## src/rtl/jstk2_spi_responder.sv

```systemverilog
// PmodJSTK2 emulator: SPI mode-0 responder returning a 5-byte position/button packet.
// Optional frame-error reporting is enabled by defining JSTK2_FRAME_ERR_EN.
module jstk2_spi_responder #(
    parameter int unsigned DATA_WIDTH  = 8,
    parameter int unsigned FRAME_BYTES = 5,
    parameter int unsigned SYNC_STAGES = 2
) (
    input  logic       i_clk,
    input  logic       i_reset,
    input  logic       i_sclk,
    input  logic       i_ss_n,
    input  logic       i_mosi,
    output logic       o_miso,
    input  logic [9:0] i_x,
    input  logic [9:0] i_y,
    input  logic [1:0] i_btn,
    output logic [7:0] o_cmd,
    output logic       o_cmd_valid,
`ifdef JSTK2_FRAME_ERR_EN
    output logic       o_frame_err,
    output logic [7:0] o_err_count,
`endif
    output logic [7:0] o_led_r,
    output logic [7:0] o_led_g,
    output logic [7:0] o_led_b
);

    localparam int unsigned BIT_W = $clog2(DATA_WIDTH);

    typedef enum logic [1:0] {StIdle, StLoad, StShift, StDone} state_t;

    state_t                  r_state, w_state_next;
    logic [SYNC_STAGES-1:0]  r_sclk_sync, r_ss_sync, r_mosi_sync;
    logic                    r_sclk_prev, r_ss_prev;
    logic                    r_restart;
    logic [39:0]             r_frame;
    logic [DATA_WIDTH-1:0]   r_tx, r_rx;
    logic [BIT_W-1:0]        r_bit_cnt;
    logic [2:0]              r_byte_idx;
    logic [7:0]              r_cmd_byte, r_p1, r_p2, r_p3;
    logic                    r_miso;

    logic                    w_sclk, w_ss, w_mosi;
    logic                    w_sclk_rise, w_sclk_fall, w_ss_rise, w_ss_fall;
    logic [39:0]             w_load_frame;
    logic [DATA_WIDTH-1:0]   w_rx_byte, w_tx0;
    logic [2:0]              w_idx_next;

    function automatic logic [DATA_WIDTH-1:0] tx_byte(input logic [39:0] frame,
                                                      input logic [2:0]  idx);
        logic [7:0] b;
        case (idx)
            3'd0:    b = frame[7:0];
            3'd1:    b = frame[15:8];
            3'd2:    b = frame[23:16];
            3'd3:    b = frame[31:24];
            3'd4:    b = frame[39:32];
            default: b = 8'h00;
        endcase
        if (32'(idx) >= FRAME_BYTES) b = 8'h00;
        return DATA_WIDTH'(b);
    endfunction

    assign w_sclk      = r_sclk_sync[SYNC_STAGES-1];
    assign w_ss        = r_ss_sync[SYNC_STAGES-1];
    assign w_mosi      = r_mosi_sync[SYNC_STAGES-1];
    assign w_sclk_rise = w_sclk & ~r_sclk_prev;
    assign w_sclk_fall = ~w_sclk & r_sclk_prev;
    assign w_ss_rise   = w_ss & ~r_ss_prev;
    assign w_ss_fall   = ~w_ss & r_ss_prev;

    assign w_load_frame = {6'b0, i_btn, 6'b0, i_y[9:8], i_y[7:0], 6'b0, i_x[9:8], i_x[7:0]};
    assign w_tx0        = tx_byte(w_load_frame, 3'd0);
    assign w_rx_byte    = {r_rx[DATA_WIDTH-2:0], w_mosi};
    assign w_idx_next   = (r_byte_idx == 3'd7) ? 3'd7 : r_byte_idx + 3'd1;

    assign o_miso = r_miso & ~w_ss;

    // SS resets high so that a deasserted select never looks like a falling edge.
    always_ff @(posedge i_clk) begin
        if (i_reset) begin
            r_sclk_sync <= '0;
            r_ss_sync   <= '1;
            r_mosi_sync <= '0;
            r_sclk_prev <= 1'b0;
            r_ss_prev   <= 1'b1;
        end else begin
            r_sclk_sync <= {r_sclk_sync[SYNC_STAGES-2:0], i_sclk};
            r_ss_sync   <= {r_ss_sync[SYNC_STAGES-2:0], i_ss_n};
            r_mosi_sync <= {r_mosi_sync[SYNC_STAGES-2:0], i_mosi};
            r_sclk_prev <= w_sclk;
            r_ss_prev   <= w_ss;
        end
    end

    always_ff @(posedge i_clk) begin
        if (i_reset) begin
            r_state   <= StIdle;
            r_restart <= 1'b0;
        end else begin
            r_state   <= w_state_next;
            r_restart <= (r_state == StDone) && w_ss_fall;
        end
    end

    // r_restart keeps an SS fall seen during DONE so IDLE can still start the frame.
    always_comb begin
        w_state_next = r_state;
        case (r_state)
            StIdle:  if (w_ss_fall || r_restart) w_state_next = StLoad;
            StLoad:  w_state_next = StShift;
            StShift: w_state_next = StShift;
            StDone:  w_state_next = StIdle;
            default: w_state_next = StIdle;
        endcase
        if (w_ss_rise) w_state_next = StDone;
    end

    always_ff @(posedge i_clk) begin
        if (i_reset) begin
            r_frame     <= '0;
            r_tx        <= '0;
            r_rx        <= '0;
            r_bit_cnt   <= '0;
            r_byte_idx  <= '0;
            r_cmd_byte  <= '0;
            r_p1        <= '0;
            r_p2        <= '0;
            r_p3        <= '0;
            r_miso      <= 1'b0;
            o_cmd       <= '0;
            o_cmd_valid <= 1'b0;
            o_led_r     <= '0;
            o_led_g     <= '0;
            o_led_b     <= '0;
        end else begin
            o_cmd_valid <= 1'b0;
            case (r_state)
                StLoad: begin
                    r_frame    <= w_load_frame;
                    r_tx       <= w_tx0;
                    r_miso     <= w_tx0[DATA_WIDTH-1];
                    r_bit_cnt  <= '0;
                    r_byte_idx <= '0;
                end
                StShift: begin
                    if (!w_ss && w_sclk_rise) begin
                        r_rx <= w_rx_byte;
                        if (r_bit_cnt == BIT_W'(DATA_WIDTH - 1)) begin
                            r_bit_cnt  <= '0;
                            r_byte_idx <= w_idx_next;
                            r_tx       <= tx_byte(r_frame, w_idx_next);
                            case (r_byte_idx)
                                3'd0:    r_cmd_byte <= 8'(w_rx_byte);
                                3'd1:    r_p1       <= 8'(w_rx_byte);
                                3'd2:    r_p2       <= 8'(w_rx_byte);
                                3'd3:    r_p3       <= 8'(w_rx_byte);
                                default: ;
                            endcase
                        end else begin
                            r_bit_cnt <= r_bit_cnt + 1'b1;
                        end
                    end else if (!w_ss && w_sclk_fall) begin
                        // Bit count already points at the next bit; 0 selects the new byte's MSB.
                        r_miso <= r_tx[BIT_W'(DATA_WIDTH - 1) - r_bit_cnt];
                    end
                end
                StDone: begin
                    if (r_byte_idx != 3'd0) begin
                        o_cmd       <= r_cmd_byte;
                        o_cmd_valid <= 1'b1;
                        if (r_cmd_byte == 8'h84 && r_byte_idx >= 3'd4) begin
                            o_led_r <= r_p1;
                            o_led_g <= r_p2;
                            o_led_b <= r_p3;
                        end
                    end
                    r_bit_cnt  <= '0;
                    r_byte_idx <= '0;
                    r_miso     <= 1'b0;
                end
                default: r_miso <= 1'b0;
            endcase
        end
    end

`ifdef JSTK2_FRAME_ERR_EN
    always_ff @(posedge i_clk) begin
        if (i_reset) begin
            o_frame_err <= 1'b0;
            o_err_count <= '0;
        end else begin
            o_frame_err <= 1'b0;
            if (r_state == StDone && r_bit_cnt != '0) begin
                o_frame_err <= 1'b1;
                if (o_err_count != 8'hFF) o_err_count <= o_err_count + 8'd1;
            end
        end
    end
`else
    // Partial bytes are dropped silently when SS rises mid-byte.
`endif

endmodule

```

## config.mk

```make
export PLATFORM = sky130hd
export DESIGN_NAME = jstk2_spi_responder
export DESIGN_NICKNAME = d
export VERILOG_FILES = /design/src/rtl/jstk2_spi_responder.sv
export SDC_FILE = /design/constraint.sdc
export NUM_CORES = 1
export LEC_CHECK = 0
export CAP_MARGIN = 25
export CORE_UTILIZATION = 50
export DETAILED_ROUTE_END_ITERATION = 7
export GPL_TIMING_DRIVEN = 1
export PLACE_DENSITY = 0.73
export SLEW_MARGIN = 0
export SYNTH_ARGS = -nofsm -noshare
export SYNTH_HDL_FRONTEND = slang
export SYNTH_SLANG_ARGS = --single-unit
```

## constraint.sdc

```tcl
create_clock -name i_clk -period 2.47 [get_ports i_clk]
set_input_delay 0.3705 -clock i_clk [delete_from_list [all_inputs] [get_ports i_clk]]
set_output_delay 0.3705 -clock i_clk [all_outputs]
set_load 0.01 [all_outputs]
```

; ---- Word level (Yosys, flattened, before mapping)
; Index checks and enable logic that the tools add are counted.
[op_classes]
reduce_logical = 26
n_addsub = 3
n_mux = 21
eq_ne = 18
bitwise = 10
magnitude_cmp = 3
[ops]
columns = op, count
row1 = one-hot mux 8 bit (5 select lines), 1
row2 = two-way mux 8 bit, 3
row3 = one-hot mux 8 bit (2 select lines), 1
row4 = AND reduction 4 bit, 4
row5 = two-way mux 3 bit, 5
row6 = "equality test 3 x 2 -> 1 bit, second input constant", 4
row7 = one-hot mux 3 bit (2 select lines), 2
row8 = "equality test 3 bit, second input constant", 3
row9 = AND reduction 3 bit, 3
row10 = "equality test 8 bit, second input constant", 1
row11 = "!= test 2 bit, second input constant", 4
row12 = AND reduction 2 bit, 4
row13 = "adder 3 x 1 -> 3 bit, second input constant", 2
row14 = "equality test 3 x 1 -> 1 bit, second input constant", 2
row15 = "greater-or-equal comparator 3 bit, second input constant", 2
row16 = logical NOT 3 bit, 2
row17 = one-hot mux 2 bit (3 select lines), 1
row18 = OR reduction 2 bit, 3
row19 = AND 1 bit, 5
row20 = NOT 1 bit, 5
row21 = "equality test 2 bit, second input constant", 2
row22 = logical AND 1 bit, 4
row23 = "less-than comparator 3 x 4 -> 1 bit, second input constant", 1
row24 = two-way mux 1 bit, 4
row25 = other kinds (11), 13
[totals]
in_bits = 27
regBits = 120

; ---- Logic depth before layout (Yosys ltp)
[depth]
word_depth = 8
ltp_mapped = 8

; ---- Least setup slack after synthesis
; Ideal clock, no wire load.
[synth_timing]
kind = flip-flop to flip-flop
from = register r_byte_idx[0]
to = register r_tx[1]
path_stages_with_launch = 7
path_buffers = 0
arrival_ns = 1.794
slack_ns = 0.602
path_cell_list = dfxtp_1 > inv_1 > ha_1 > nand2b_1 > maj3_2 > a311o_1 > a31oi_1
[synth_between]
elab_chain_cells = 8
elab_cells_between_ends = 14
cone_classes = add/sub: 1 / order compare: 1 / eq/ne: 5 / mux: 6 / reduce/logical: 1
[synth_lines]
columns = item, line
row1 = "start, declared", 39  ; logic [2:0] r_byte_idx;
row2 = "start signal, assigned", 151  ; r_byte_idx <= w_idx_next;
row3 = adder 3 x 1 -> 3 bit or equality test 3 bit (tied branches), 75  ; assign w_idx_next = (r_byte_idx == 3'd7) ? 3'd7 : r_byte_idx + 3'd1;
row4 = two-way mux 3 bit (*), 75
row5 = equality test 3 bit (tied with other cells), 52  ; case (idx)
row6 = one-hot mux 8 bit (5 select lines), 52
row7 = two-way mux 8 bit (*), 60  ; if (32'(idx) >= FRAME_BYTES) b = 8'h00;
row8 = two-way mux 8 bit (*), 149  ; if (r_bit_cnt == BIT_W'(DATA_WIDTH - 1)) begin
row9 = two-way mux 8 bit (*), 147  ; if (!w_ss && w_sclk_rise) begin
row10 = one-hot mux 8 bit (2 select lines) (*), 138  ; case (r_state)
row11 = "end signal, assigned", 141  ; r_tx <= w_tx0;
row12 = "end signal, assigned", 152  ; r_tx <= tx_byte(r_frame, w_idx_next);
row13 = "end, declared", 37  ; logic [DATA_WIDTH-1:0] r_tx, r_rx;
; Mark *: on every way between the ends. The rest lies on a longest branch, timed or not. The select of a mux whose other input is x is not followed.
; A chain may end at the register's enable or synchronous reset.

; ---- Worst setup path in the final report
; Same ends and word-level chain as after synthesis.

==> results.yml <==
routing:
  vias: 3647
  drt_first_pass_iters: 4
  vias_per_cell: 5.16
  detail_route.wl_per_cell_um: 13.7
  wl_um: 9720
  drcViolationCount: 0
  dr.first_iter.drc_count: 139
  drtAntennaViolNets: 0
clock_tree:
  hold_buffers: 0
  cts.htree.levels: 4
  ctsResizeCount: 0
  cts.sinks: 120
  root_buffer: "clkbuf_8"
  cts_tree: "done"
  cts_made_buffers: 17
  worstSkewPairLatency_ns: 0.51
  path_clk_slew_ns: 0.06
  clock_path_buffers: 2
  cts_setup_buffers: 0
worst_setup_path:
  criticalPathCategory: "flop to flop"
  cp_data_required_time_ns: 2.90
  critPathMaxFanout: 10
  reg2reg_depth: 6
  r2r_start: "r_byte_idx[0]$_SDFFE_PP0P_"
  critical_path_arrival_ns: 2.55
  worstSetupEndpointType: "flop"
  startpoint_type: "flop"
  rrSetupSlack_ns: 0.34
  r2r_end: "r_tx[1]$_SDFFE_PP0P_"
sta:
  fin_ws_ns: 0.345
  holdWs_ns: 0.408
  period_needed_ns: 2.13
  timing.setup.tns_ns: 0
  max_slew_margin_pct: 42.9
  skew_ns: 0.00924
  hold_viol: 0
  worst_pin_slew_ns: 0.856
  rsz0062_at_grt: "false"
  fin_crit_sh_pct: 86.0
  slew_violations: 0
  final-setup-viol-count: 0
  clock.fmax_ghz: 0.471
finish:
  layout.nets: 603
  fin_cells: 707
  final_cell_mix: "120 x dfxtp_1, 90 x nor2_1, 71 x mux2i_1, 59 x clkdlybuf4s50_1, 58 x nand2_1"
  syn_to_final_growth_pct: 25.4
  nFillCells: 769
  fin_area_mm2: 0.00620
  final_common_cell: "dfxtp_1"
  drive_above_1_share_pct: 13.7
  antenna_cells: 0
die:
  die_w_um: 101
  coreArea_mm2: 0.00942
  fp.dieArea_mm2: 0.0103
  row_count: 35
  start_util_pct: 52.5
  io_pins: 61
  die_y_um: 101
power:
  leakagePower_nw: 2.49
  peakVddDrop_mv: 0.504
  power_density_mw_per_mm2: 880
synth:
  synthesis.area_mm2: 0.00494
  synth_top_area_share_pct: 48.6
  seq_area_frac_synth_pct: 48.6
  synth-edff-count: 0
  synth.distinct_cells: 51
  ys.flop_type: "dfxtp_1"
  yosysTopAreaCell: "dfxtp_1"
  synthArstFlopShare_pct: 0
  synth_fp_nets: 546
  syn_area_per_cell_um2: 9.73
  ys_seq_elements: 120
  synthTopCellsByArea: "dfxtp_1 49%, mux2i_1 14%, nor2_1 6.8%"
  yosys_warnings: 0
  postSynthCellCount: 508
global_routing:
  antenna_found_initial: 0
  grt_use_total_pct: 20.5
  overflow: 0
  grt_max_degree: 85
  grt_pass1_vias: 3414
  grt_pass1_wl_um: 16400
placed_design:
  post_dp_cell_area_mm2: 0.00560
  gp_congestion: 0.770
  pre_cts_ws_ns: 0.397
  portBuffers: 60
  dp_hpwl_um: 6440
  dp_cells: 675
hold_path:
  hold_end: "r_ss_sync[1]$_SDFF_PP1_"
  hold_depth: 1
  min_from: "r_ss_sync[0]$_SDFF_PP1_"
  hp-class: "flop to flop"
run_status:
  status: "complete, no violations"
run:
  drv_cap: 0
[logic make-up after synthesis]
| logic type | synth area share (%) |
|---|---|
| AO/OA/AOI/OAI | 8.27 |
| XOR/XNOR | 0.177 |
| flip-flops | 48.6 |
| multiplexers | 15.5 |
| AND/OR/NAND/NOR | 20.1 |
| adder cells (fa/ha/maj) | 3.01 |
| buffers and inverters | 4.35 |
[critical path: stages (launching register included)]
cell	delay [ns]
dfxtp_1	0.52
inv_1	0.14
ha_1	0.42
nand2b_1	0.19
maj3_2	0.31
a311o_1	0.31
a31oi_1	0.15
[worst max path at each step]
| stage | startpoint | endpoint | slack (ns) | cells after the start |
|---|---|---|---|---|
| floorplan | r_byte_idx[0]$_SDFFE_PP0P_ | r_tx[1]$_SDFFE_PP0P_ | 0.60 | 6 |
| global placement | r_byte_idx[0]$_SDFFE_PP0P_ | r_tx[1]$_SDFFE_PP0P_ | 0.47 | 6 |
| detailed placement | r_byte_idx[0]$_SDFFE_PP0P_ | r_tx[1]$_SDFFE_PP0P_ | 0.40 | 6 |
| CTS | r_byte_idx[0]$_SDFFE_PP0P_ | r_tx[1]$_SDFFE_PP0P_ | 0.37 | 6 |
| global route | r_byte_idx[0]$_SDFFE_PP0P_ | r_tx[1]$_SDFFE_PP0P_ | 0.25 | 6 |
| finish | r_byte_idx[0]$_SDFFE_PP0P_ | r_tx[1]$_SDFFE_PP0P_ | 0.34 | 6 |
[cell usage after synthesis, types with 2 or more instances]
| cell | instances |
|---|---|
| clkbuf_1 | 15 |
| nand3_1 | 3 |
| nand2_1 | 58 |
| inv_1 | 10 |
| mux2i_1 | 71 |
| nand2_2 | 10 |
| nand2b_1 | 5 |
| nand3_4 | 4 |
| dfxtp_1 | 120 |
| a22oi_1 | 5 |
| a311oi_1 | 2 |
| or2_2 | 3 |
| a21oi_1 | 23 |
| mux4_2 | 2 |
| a211oi_1 | 6 |
| nor2_1 | 90 |
| a21oi_2 | 11 |
| buf_2 | 6 |
| buf_4 | 2 |
| nand4b_1 | 3 |
| nand4bb_1 | 2 |
| buf_6 | 5 |
| ha_1 | 11 |
| nor3_1 | 8 |
| nor2b_1 | 7 |
[area by class of cell]
| class | instances | area (µm²) | area share, % |
|---|---|---|---|
| well taps | 129 | 161 | 2.60 |
| flip-flops and latches | 120 | 2400 | 38.8 |
| inverters | 10 | 37.5 | 0.606 |
| multi-input cells | 348 | 2330 | 37.5 |
| repair buffers | 68 | 671 | 10.8 |
| clock inverters | 14 | 171 | 2.77 |
| clock buffers | 18 | 428 | 6.90 |
[flip-flops by register name, summed over array words and instances, names as in the netlist, 3 cells and up]
| register | cells |
|---|---|
| r_bit_cnt | 3 |
| o_led_b | 8 |
| o_cmd | 8 |
| r_p3 | 8 |
| r_frame | 22 |
| r_tx | 8 |
| r_p1 | 8 |
| r_p2 | 8 |
| o_led_g | 8 |
| r_byte_idx | 3 |
| o_led_r | 8 |
| r_cmd_byte | 8 |
| r_rx | 7 |
[layer usage]
metal,wire [µm],global-route usage (%)
met1,4700,26.5
met2,4550,33.3
met3,363,4.62
met4,100,8.14
met5,0,0
[metrics by stage]
stage	power [mW]	utilization (%)
3_3_place_gp	2.99	59.5
2_1_floorplan	2.83	-
3_5_place_dp	3.02	59.5
4_1_cts	5.50	65.8
6_report	5.46	65.8
5_1_grt	5.69	65.8
[report_power, final]
part	total, mW	internal (mW)	switching (mW)
combinational	0.787	0.363	0.424
sequential	2.20	2.10	0.0984
clock	2.47	1.57	0.901
(Power assumes the default switching activity.)
